**src/rtl/lea_decrypt_ctrl.sv**
```systemverilog
`default_nettype none
// ============================================================================
// lea_decrypt_ctrl : iterative LEA block decryption, one round per clock,
//                    round keys read in descending order from external sync RAM
// Revision 1.0
// ============================================================================
module lea_decrypt_ctrl #(
  parameter int NROUNDS = 24,
  parameter int AW      = 5
) (
  input  logic          clk_i,
  input  logic          rst_ni,
  input  logic          start_i,
  input  logic [127:0]  din_i,
  output logic          in_ready_o,
  output logic [AW-1:0] rk_addr_o,
  output logic          rk_en_o,
  input  logic [191:0]  rk_data_i,
  output logic [127:0]  dout_o,
  output logic          dout_valid_o,
  input  logic          dout_ready_i,
  output logic          busy_o
);

  typedef enum logic [1:0] {
    IDLE  = 2'd0,
    LOAD  = 2'd1,
    ROUND = 2'd2,
    DONE  = 2'd3
  } state_e;

  localparam logic [AW-1:0] C_LAST = AW'(NROUNDS - 1);

  state_e        fsm_q, fsm_d;
  logic [127:0]  st_q, st_d;
  logic [127:0]  dout_q, dout_d;
  logic [AW-1:0] addr_q, addr_d;
  logic [AW-1:0] cnt_q, cnt_d;
  logic          en_q, en_d;

  logic [31:0]   w_r0, w_r1, w_r2;
  logic [31:0]   w_x0, w_x1, w_x2, w_x3;
  logic [127:0]  w_round;

  // Inverse round: undo the rotations, then peel off the keyed additions
  // in order, each stage depending on the word recovered before it.
  assign w_r0 = {st_q[8:0],   st_q[31:9]};
  assign w_r1 = {st_q[58:32], st_q[63:59]};
  assign w_r2 = {st_q[92:64], st_q[95:93]};
  assign w_x0 = st_q[127:96];
  assign w_x1 = (w_r0 - (w_x0 ^ rk_data_i[31:0]))    ^ rk_data_i[63:32];
  assign w_x2 = (w_r1 - (w_x1 ^ rk_data_i[95:64]))   ^ rk_data_i[127:96];
  assign w_x3 = (w_r2 - (w_x2 ^ rk_data_i[159:128])) ^ rk_data_i[191:160];
  assign w_round = {w_x3, w_x2, w_x1, w_x0};

  always_comb begin
    fsm_d  = fsm_q;
    st_d   = st_q;
    dout_d = dout_q;
    addr_d = addr_q;
    cnt_d  = cnt_q;
    en_d   = en_q;
    case (fsm_q)
      IDLE: begin
        if (start_i) begin
          fsm_d  = LOAD;
          st_d   = din_i;
          addr_d = C_LAST;
          cnt_d  = C_LAST;
          en_d   = 1'b1;
        end
      end
      LOAD, ROUND: begin
        // Address runs one step ahead of the round being applied.
        if (addr_q != '0) begin
          addr_d = addr_q - 1'b1;
        end else begin
          en_d = 1'b0;
        end
        if (fsm_q == LOAD) begin
          fsm_d = ROUND;
        end else begin
          st_d = w_round;
          if (cnt_q == '0) begin
            fsm_d  = DONE;
            dout_d = w_round;
          end else begin
            cnt_d = cnt_q - 1'b1;
          end
        end
      end
      DONE: begin
        if (dout_ready_i) begin
          fsm_d = IDLE;
        end
      end
      default: fsm_d = IDLE;
    endcase
  end

  always_ff @(posedge clk_i or negedge rst_ni) begin
    if (!rst_ni) begin
      fsm_q  <= IDLE;
      st_q   <= '0;
      dout_q <= '0;
      addr_q <= '0;
      cnt_q  <= '0;
      en_q   <= 1'b0;
    end else begin
      fsm_q  <= fsm_d;
      st_q   <= st_d;
      dout_q <= dout_d;
      addr_q <= addr_d;
      cnt_q  <= cnt_d;
      en_q   <= en_d;
    end
  end

  assign in_ready_o   = (fsm_q == IDLE);
  assign busy_o       = (fsm_q != IDLE);
  assign dout_valid_o = (fsm_q == DONE);
  assign dout_o       = dout_q;
  assign rk_addr_o    = addr_q;
  assign rk_en_o      = en_q;

endmodule
`default_nettype wire

```
**config.mk**
```make
export PLATFORM = sky130hd
export DESIGN_NAME = lea_decrypt_ctrl
export DESIGN_NICKNAME = d
export VERILOG_FILES = /design/src/rtl/lea_decrypt_ctrl.sv
export SDC_FILE = /design/constraint.sdc
export NUM_CORES = 1
export LEC_CHECK = 0
export CAP_MARGIN = 20
export CORE_UTILIZATION = 45
export CTS_CLUSTER_SIZE = 10
export DETAILED_ROUTE_END_ITERATION = 7
export PLACE_DENSITY_LB_ADDON = 0.1
export SETUP_SLACK_MARGIN = 0.2
export SYNTH_ARGS = -nofsm -noshare
export SYNTH_HDL_FRONTEND = slang
export SYNTH_SLANG_ARGS = --single-unit
```
**constraint.sdc**
```tcl
create_clock -name clk_i -period 8.08 [get_ports clk_i]
set_input_delay 1.616 -clock clk_i [delete_from_list [all_inputs] [get_ports clk_i]]
set_output_delay 1.616 -clock clk_i [all_outputs]
set_load 0.02 [all_outputs]
```
# == Yosys cells after proc, flatten, opt, wreduce, memory -nomap -nowiden ==
# Index checks and enable logic that the tools add are counted.
# word_totals
register_bits,269
out_inout_bits,137
# op_classes
n_addsub,5
n_eq_ne,10
mux,17
bitwise,7
n_reduce_logical,12
# ops
cell,count
128-bit 2-to-1 mux,2
128-bit one-hot mux with 2 select lines,1
32-bit XOR,6
32-bit subtractor,3
5-bit 2-to-1 mux,4
5-bit one-hot mux with 2 select lines,2
3-bit AND reduction,5
"2-bit inequality test, second input constant",5
"5-bit by 1-bit subtractor with 5-bit output, second input constant",2
2-bit 2-to-1 mux,4
2-bit one-hot mux with 3 select lines,1
5-bit zero test,1
5-bit nonzero test,1
"2-bit == test, second input constant",2
4-bit AND reduction,1
2-bit nonzero test,2
"3-bit inequality test, second input constant",1
"2-bit by 1-bit == test with 1-bit output, second input constant",1
2-bit zero test,1
1-bit 2-to-1 mux,2
"2-bit by 1-bit inequality test with 1-bit output, second input constant",1
1-bit one-hot mux with 2 select lines,1
2-bit OR reduction,1
1-bit inverter,1

# == Logic depth before layout (Yosys ltp) ==
# logic_depth
word_depth,11
depth_mapped,34
mapped_depth_nobuf,34

# == Worst setup path after synthesis ==
# OpenSTA, ideal clock, no wires.
# synth_timing
path_kind,input-to-reg
start,in rk_data_i[0]
end,reg st_q[127]
setup_ns,0.126
arrival_ns,7.299
t_required_ns,7.954
path_slack_ns,0.655
cell_stages,31
path_buffers,0
path_cell_list,xor2_1 > ha_1 > fa_1 > nor2b_1 > o21a_1 > o21ai_0 > a21oi_1 > a21o_1 > a21o_1 > mux2i_1 > nor2_1 > xnor2_1 > ha_1 > and4_1 > and2_1 > nand4_1 > a31o_2 > o31ai_1 > a21o_1 > a21oi_1 > xnor2_1 > xnor2_1 > ha_1 > and3_1 > and3_1 > a21oi_1 > a31oi_1 > nor2_1 > xnor2_1 > xnor2_1 > a221o_1
# synth_via
elab_chain_len,11
# synth_rtl
element,line_no,rtl
from (decl),18,"input logic [191:0] rk_data_i,"
32-bit XOR,51,assign w_x1 = (w_r0 - (w_x0 ^ rk_data_i[31:0])) ^ rk_data_i[63:32];
32-bit subtractor,51,
32-bit XOR,51,
32-bit XOR,52,assign w_x2 = (w_r1 - (w_x1 ^ rk_data_i[95:64])) ^ rk_data_i[127:96];
32-bit subtractor,52,
32-bit XOR,52,
32-bit XOR,53,assign w_x3 = (w_r2 - (w_x2 ^ rk_data_i[159:128])) ^ rk_data_i[191:160];
32-bit subtractor,53,
32-bit XOR,53,
128-bit 2-to-1 mux,80,if (fsm_q == LOAD) begin
128-bit one-hot mux with 2 select lines,63,case (fsm_q)
to (signal assigned),111,st_q <= st_d;
to (decl),35,"logic [127:0] st_q, st_d;"
# Every way passes these cells. The select of a mux whose other input is x is not followed.
# A chain may end at the register's enable or synchronous reset.

# == Worst setup path after layout ==
# layout_timing
start,in rk_data_i[1]
end,reg st_q[127]
# The elaborated chain is that of the path after synthesis.

==> results.md <==
Timing:
- At the pin with the least slew margin, the transition time is 1.14 ns.
- Setup violations remaining at the end of the flow were counted as 0.
- The post-route clock skew is 0.0219 ns.
- Derived from the worst setup path, the maximum achievable clock frequency is 0.131 GHz.
- The worst pin sits at a relative slew slack of 24.1%.
- Setup repair after global routing could not meet its margin everywhere.
- The number of pins with negative max-slew slack in the final report was 0.
- Summed over all failing endpoints, the final setup total negative slack is 0 ns.
- After layout, the minimum clock period comes to 7.63 ns.
- The post-route worst hold slack is 0.480 ns.
- The total count of hold-check failures in the final report came to 0.
- The fraction of the cycle the final worst path needs is 94.5%.

Worst setup path:
- The slowest stage cell on the critical path is sky130_fd_sc_hd__clkdlybuf4s50_1.
- The worst setup path is captured at a register.
- STA puts the critical path data arrival time at 8.05 ns.
- Of all nets on the critical path, the largest fanout is 5.
- The worst register-to-register path ends at st_q[127]$_DFFE_PN0P_.
- The end point of the critical path is st_q[127]$_DFFE_PN0P_.
- The peak per-stage delay on the critical path is 0.41 ns.
- The kind of critical path is input port to register.
- The critical path starts at rk_data_i[1].
- The register-to-register path setup slack is 1.39 ns.
- The cell depth of the worst flop-to-flop path is 36.
- The kind of start point of the critical path is an input port.
- The startpoint identified for the worst register-to-register timing path is st_q[98]$_DFFE_PN0P_.
- By instance count, the cell type seen most on the critical path is sky130_fd_sc_hd__xnor2_1.
- Data on the critical path is required at its endpoint by 8.49 ns.

Place:
- The half-perimeter wire length after detailed placement is 54.3 mm.
- The global placer's final weighted congestion is 0.952.
- In this run the tool buffered the top-level ports with 460 buffer cells.
- Including well taps, the total number of placed cells is 2909.

Route:
- The post-detailed-route via-to-cell ratio is 5.46.
- Once detail routing completed, the nets flagged for antenna violations numbered 0.
- The final routed DRC violation total is 0.
- The via total after detailed routing is 16246.
- In this run, the number of DRC markers left after iteration 0 of detailed routing was 977.
- The detailed-route wire length is 69.2 mm.
- The number of search-and-repair iterations in the first detailed-routing pass is 5.
- The final routed wire length divided by cell count is 23.3 um.

Clock network:
- The number of buffers on the longest clock path is 3.
- The number of levels the H-tree was split into is 2.
- The root cell of the clock tree is sky130_fd_sc_hd__clkbuf_16.
- The clock transition at the registers of the reported paths is 0.06 ns.
- Clock tree synthesis inserted a total of 34 buffers.
- In this run, post-CTS hold repair placed 0 buffers.
- The latest clock arrival within the worst-skew pair is 0.55 ns.
- The tree built by TritonCTS fans out to 269 sinks.
- The clock tree from TritonCTS is yes.

Yosys:
- The number of unique standard cell types used by synthesis is 79.
- The most used flip-flop cell after synthesis is sky130_fd_sc_hd__dfrtp_1.
- The synthesized design contains 269 register bits.
- When the netlist entered floorplanning its net count stood at 2256.
- Sorting the synthesized cells by area gives the leading types as sky130_fd_sc_hd__dfrtp_1, sky130_fd_sc_hd__xnor2_1, sky130_fd_sc_hd__ha_1, sky130_fd_sc_hd__o21ai_0, sky130_fd_sc_hd__nand2_1.
- The synthesis warning total is 0.
- The synthesized design devotes to its leading area cell type 38.8% of total area.
- After synthesis, the most frequently instantiated cells are sky130_fd_sc_hd__dfrtp_1, sky130_fd_sc_hd__o21ai_0, sky130_fd_sc_hd__nand2_1.
- The proportion of synthesized chip area in sequential cells is 38.8%.
- The most area-hungry cell type in the Yosys netlist is sky130_fd_sc_hd__dfrtp_1.
- The async set or reset register ratio after synthesis is 100%.
- The count of flip-flops with a built-in enable after synthesis is 0.
- The cell with the most instances after synthesis is sky130_fd_sc_hd__dfrtp_1.
- The post-synthesis instance area is 17300 sq um.
- After technology mapping, the gate count stands at 1828.
- A synthesized cell averages 9.49 sq um.

Global routing:
- The number of antenna violations at the first check in global routing is 16.
- The number of global-route vias before repair is 16265.
- The overall overflow remaining after global route is 0.
- The pin count of the biggest net entering global routing is 193.
- In the global route stage, overall resource usage came out at 34.8%.
- The first global-routing pass estimated 99.8 mm of wire.

Min path:
- The class of the most critical hold timing path is register to register.

Final layout:
- The number of nets in the layout is 2872.
- Cells fill 66.8% of the core in the end.
- The fill cell total of the finished layout is 3098.
- The area growth from synthesis to layout is 45.5%.
- The fraction of final layout cells with drive strength greater than 1 is 15.8%.
- The count of cells in the finished layout, fillers not included, comes to 2976.

Floorplan:
- The number of top-level pins is 461.
- The floorplan has 71 rows.
- The die is 198 um tall.
- The placeable core region is 37800 sq um.
- Once the floorplan was initialized, standard cells occupied 45.9% of the core.
- The die covers 39300 sq um.
- The die extent in x is 198 um.

Job:
- The number of maximum-capacitance violations is 0.

Outcome:
- The flow ran to the end, and the final reports show no timing, DRC or antenna violations.
-- sequential cells by signal, indices dropped and copies added (netlist names) --
register,cells
dout_o,128
fsm_q,2
rk_addr_o,5
rk_en_o,1
st_q,128
cnt_q,5
-- final cells by class --
type	count	area [sq um]	share of cell area (%)
tap	511	639	2.53
clock inverter	4	48.8	0.193
inverter	29	109	0.431
multi-input combinational	1456	10600	42.2
sequential	269	6730	26.7
clock buffer	44	930	3.68
timing repair buffer	654	6100	24.2
antenna	9	22.5	0.0893
-- stage by stage --
stage | area [sq um] | worst slack [ns]
2_1_floorplan | 17300 | 0.655
3_3_place_gp | 23700 | -0.261
3_5_place_dp | 23700 | -0.481
4_1_cts | 24700 | 0.202
5_1_grt | 25200 | 0.126
6_report | 25200 | 0.446
-- layout by cell type (no fill, tap or decap), drive strengths merged, types with 60 or more instances in the layout --
cell type / instances
a21oi: 117
xnor2: 199
mux2: 66
a21o: 64
o21ai: 248
nand2: 231
buf: 195
nor2: 63
clkdlybuf4s50: 458
dfrtp: 269
mux2i: 60
ha: 101
xor2: 83
-- per-layer routing --
layer | vias up | track usage, % | part of all wire, %
met5 | - | 0 | 0.12
met4 | 12 | 15.1 | 4.1
met3 | 131 | 9.98 | 8.4
met2 | 594 | 57.7 | 48
met1 | 7832 | 42.0 | 39
li1 | 7677 | - | -
-- worst max-delay path: cells and delay by family --
kind / cells / cell delay, ns
multiplexers: 1 / 0.27
adder cells (fa/ha/maj): 3 / 1.08
AO/OA/AOI/OAI: 12 / 2.01
XOR/XNOR: 6 / 0.94
AND/OR/NAND/NOR: 8 / 1.24
buffers and inverters: 4 / 0.86
-- worst min-delay path by stage --
| stage | start | cells after the start | endpoint | slack [ns] |
|---|---|---|---|---|
| final | dout_o[54]$_DFFE_PN0P_ | 2 | dout_o[54]$_DFFE_PN0P_ | 0.48 |
| after global placement | dout_o[52]$_DFFE_PN0P_ | 2 | dout_o[52]$_DFFE_PN0P_ | 0.46 |
| after CTS | dout_o[47]$_DFFE_PN0P_ | 2 | dout_o[47]$_DFFE_PN0P_ | 0.48 |
| after floorplan | st_q[9]$_DFFE_PN0P_ | 2 | st_q[9]$_DFFE_PN0P_ | 0.45 |
| after detailed placement | dout_o[47]$_DFFE_PN0P_ | 2 | dout_o[47]$_DFFE_PN0P_ | 0.47 |
| after global routing | dout_o[94]$_DFFE_PN0P_ | 2 | dout_o[94]$_DFFE_PN0P_ | 0.50 |
-- logic make-up (layout without fill, tap and decap cells) --
kind of cell | after synthesis | count (layout) | synth area share, %
other | 0 | 9 | 0
adder cells (fa/ha/maj) | 104 | 104 | 7.63
multiplexers | 126 | 126 | 7.75
AND/OR/NAND/NOR | 418 | 418 | 11.0
flip-flops | 269 | 269 | 38.8
AO/OA/AOI/OAI | 526 | 526 | 18.2
buffers and inverters | 103 | 731 | 2.30
XOR/XNOR | 282 | 282 | 14.3
-- timing repair --
item                       in CTS  in global routing
setup endpoints to repair       6                 23
gates resized for setup         6                 77
setup buffers                   0                 10
pin swaps                       0                 62
Power is not shown: default switching activity piles up to over one toggle a cycle in this logic, so the estimate is an artifact.
